File: config.mk
export PLATFORM = sky130hd
export DESIGN_NAME = settle_timer
export DESIGN_NICKNAME = d
export VERILOG_FILES = /design/src/rtl/demorgan_sweep_checker_settle_timer.sv
export SDC_FILE = /design/constraint.sdc
export NUM_CORES = 1
export LEC_CHECK = 0
export ABC_AREA = 1
export CAP_MARGIN = 20
export CORE_AREA = 2 2 39 41
export CTS_BUF_LIST = sky130_fd_sc_hd__clkbuf_4 sky130_fd_sc_hd__clkbuf_8
export CTS_CLUSTER_SIZE = 24
export DETAILED_ROUTE_END_ITERATION = 10
export DIE_AREA = 0 0 41 43
export SYNTH_ARGS = -nofsm -noshare
export SYNTH_HDL_FRONTEND = slang
export SYNTH_SLANG_ARGS = --single-unit
File: constraint.sdc
create_clock -name clk -period 2.2 [get_ports clk]
set_input_delay 0.22 -clock clk [delete_from_list [all_inputs] [get_ports clk]]
set_output_delay 0.22 -clock clk [all_outputs]
set_load 0.02 [all_outputs]
File: src/rtl/demorgan_sweep_checker_settle_timer.sv
// ---------------------------------------------------------------------------
// settle_timer
//   Loadable down-counter used to hold a stimulus vector for a settle window.
//   clk, rst_n : clock, synchronous active-low reset (count -> 0)
//   load       : load load_val (has priority over dec)
//   load_val   : value to load
//   dec        : decrement by one (ignored when already zero)
//   zero       : count == 0
// ---------------------------------------------------------------------------
module settle_timer #(
  parameter int W = 4
) (
  input  logic         clk,
  input  logic         rst_n,
  input  logic         load,
  input  logic [W-1:0] load_val,
  input  logic         dec,
  output logic         zero
);

  logic [W-1:0] count_q;
  logic [W-1:0] count_d;

  always_comb begin
    count_d = count_q;
    if (load) begin
      count_d = load_val;
    end else if (dec && (count_q != '0)) begin
      count_d = count_q - W'(1);
    end
  end

  always_ff @(posedge clk) begin
    if (!rst_n) begin
      count_q <= '0;
    end else begin
      count_q <= count_d;
    end
  end

  assign zero = (count_q == '0);

endmodule

==> flow_summary.toml <==
[clock_network]
path_clk_slew_ps = 30
insertion_delay_ps = 230
cts.sinks = 4
cts_tree = "done"
htreeDepth = 1
cts_max_path_buffers = 2
hold_buffers = 0
cts_made_buffers = 3
post_cts_buffers = 0
cts-resized-gates = 0
clockRootBuffer = "clkbuf_4"

[global_route]
grt_usage_pct = 8.826
grt_pass1_vias = 287
global_route.overflow_total = 0
antenna_found_initial = 0
grt_max_degree = 8
grt_pass1_wl_um = 993

[critical_path]
crit_top_cell = "inv_1"
arrival_ps = 1610
slowest_delay_ps = 590
startpoint_type = "flop"
required_ps = 1980
crit_path_cell_trace = "inv_1 > ha_1 > nand3_2 > inv_1 > clkdlybuf4s50_1"
cpMaxStageDelayCell = "clkdlybuf4s50_1"
cp_max_fo = 3
end_kind = "output pin"
criticalPathCategory = "reg2out"

[floorplan]
die_height_um = 43
start_util_pct = 19.80
die_x_um = 41
die-area_sq_mm = 0.001763
rows = 14
core-area_sq_mm = 0.001384
io_pins = 9

[sta]
setup_violations = 0
finalSetupTns_ps = 0
slew_headroom_pct = 86.29
fin_crit_ps = 1832
period_share_pct = 83.29
rsz0062_at_grt = "no"
clock_skew_ps = 0.04616
worst_slack_ps = 367.7
hold_violations = 0
worstMarginPinSlew_ps = 205.1
clock.fmax_ghz = 0.5458
slew_viol_final = 0

[yosys]
synth_top_cell_by_area = "dfxtp_1"
synth_top_area_share_pct = 29.22
synth_fp_nets = 50
synth_warnings = 0
synthCells = 41
synth_seq_cells = 4
synth_area_per_cell_sq_um = 6.683
synthTopCellsByArea = "dfxtp_1 29%, nand2_1 11%, nand2_4 8.2%"
ys_seq_area_share_pct = 29.22
syn-cell-area_sq_um = 274.0
synth_cell_types = 16

[drt]
drcViolationCount = 0
num_vias = 276
wl_per_cell_um = 8.176
ant_nets = 0
firstDrtPassIters = 1
viasPerCell = 4.059
wirelength_um = 556
drt_iter0_markers = 0

[final_layout]
drive_above_1_share_pct = 19.23
nets = 63
seq_area_sq_um = 80.08
most-common-layout-cells = "8 x nand2_1, 8 x clkdlybuf4s50_1, 6 x nor2_1"
reg_top3 = "count_q: 4 flops"
antennaDiodeCount = 0
fill_cells = 151
largest_reg_flops = 4
regMostFlops = "count_q"
syn2layout_area_growth_pct = 44.75
multi_input_comb_area_sq_um = 162.7

[placement]
gp_congestion = 0.6858
dp_hpwl_um = 476.2
portBuffers = 8
place_ws_ps = 599.3

[run_status]
status = "complete, no violations"

[power_and_ir_drop]
p_per_area_mw_per_mm2 = 660.3
p_leak_nw = 0.1878
peakVddDrop_mv = 0.2215

[worst_hold_path]
hold_class = "reg2reg"

[run]
max_cap_viol_count = 0
==> kinds of logic (layout without fill, tap and decap cells) <==
group                      Yosys count  count (layout)  share of synthesized area (%)
DFF                                  4               4                          29.22
and+or+nand+nor                     21              21                          38.81
adders and majority gates            1               1                          4.565
AOI/OAI and AO/OA                    6               6                          12.78
xor gates and xnor gates             1               1                          3.197
buffers and inverters                8              19                          11.42
==> power breakdown <==
part | switching, mW | leakage [nW] | internal (mW)
Clock | 0.0264 | 0.0138 | 0.0608
Sequential | 0.00638 | 0.0333 | 0.0816
Combinational | 0.0456 | 0.141 | 0.0412
Total | 0.0783 | 0.188 | 0.184
==> layer usage <==
| metal | track usage (%) | vias up | routed length [um] |
|---|---|---|---|
| met2 | 14.37 | 3 | 310 |
| met1 | 7.372 | 121 | 225 |
| met3 | 2.094 | 0 | 21 |
| li1 | - | 152 | - |
| met4 | 10.00 | 0 | 0 |
| met5 | 0 | - | 0 |
==> worst max-delay path, delay by kind of cell, from the launching register on <==
| family | cells | cell delay [ps] |
|---|---|---|
| flip-flops | 1 | 310 |
| AND/OR/NAND/NOR | 1 | 120 |
| buffers and inverters | 3 | 750 |
| adder cells (fa/ha/maj) | 1 | 210 |
==> Yosys cell counts <==
| cell | count |
|---|---|
| nand2_1 | 8 |
| nor2_1 | 6 |
| inv_1 | 5 |
| dfxtp_1 | 4 |
| nand3_1 | 3 |
| o21ai_0 | 3 |
| inv_2 | 2 |
| nand2_4 | 2 |
| a21oi_1 | 1 |
| a21oi_2 | 1 |
| clkinv_2 | 1 |
| ha_1 | 1 |
| nand3_2 | 1 |
| o22ai_1 | 1 |
| or2_0 | 1 |
| xor2_1 | 1 |
==> stage by stage <==
stage	cell area, sq um	hold slack [ps]	cells	util (%)	power (mW)
6_report	396.6	489.7	68	28.66	0.2619
5_1_grt	396.6	526.9	68	28.66	0.2807
4_1_cts	396.6	492.0	68	28.66	0.2703
3_5_place_dp	374.1	485.7	65	27.03	0.1769
3_3_place_gp	374.1	484.1	65	27.03	0.1749
2_1_floorplan	274.0	340.4	41	-	0.1461
==> layout make-up <==
class | instances | share of cell area, %
clock buffers | 3 | 5.678
inverters | 8 | 7.886
multi-input cells | 29 | 41.01
flip-flops and latches | 4 | 20.19
well taps | 16 | 5.047
repair buffers | 8 | 20.19
==> final timing paths <==
| path | end | slack, ps | cells past startpoint | start |
|---|---|---|---|---|
| setup / recovery | zero | 370 | 5 | count_q[0] |
| hold / removal | count_q[3] | 490 | 2 | count_q[3] |
| setup reg to reg | count_q[1] | 1010 | 8 | count_q[0] |
| hold reg to reg | count_q[3] | 490 | 2 | count_q[3] |
No activity file was read; power rests on OpenSTA's default activity.
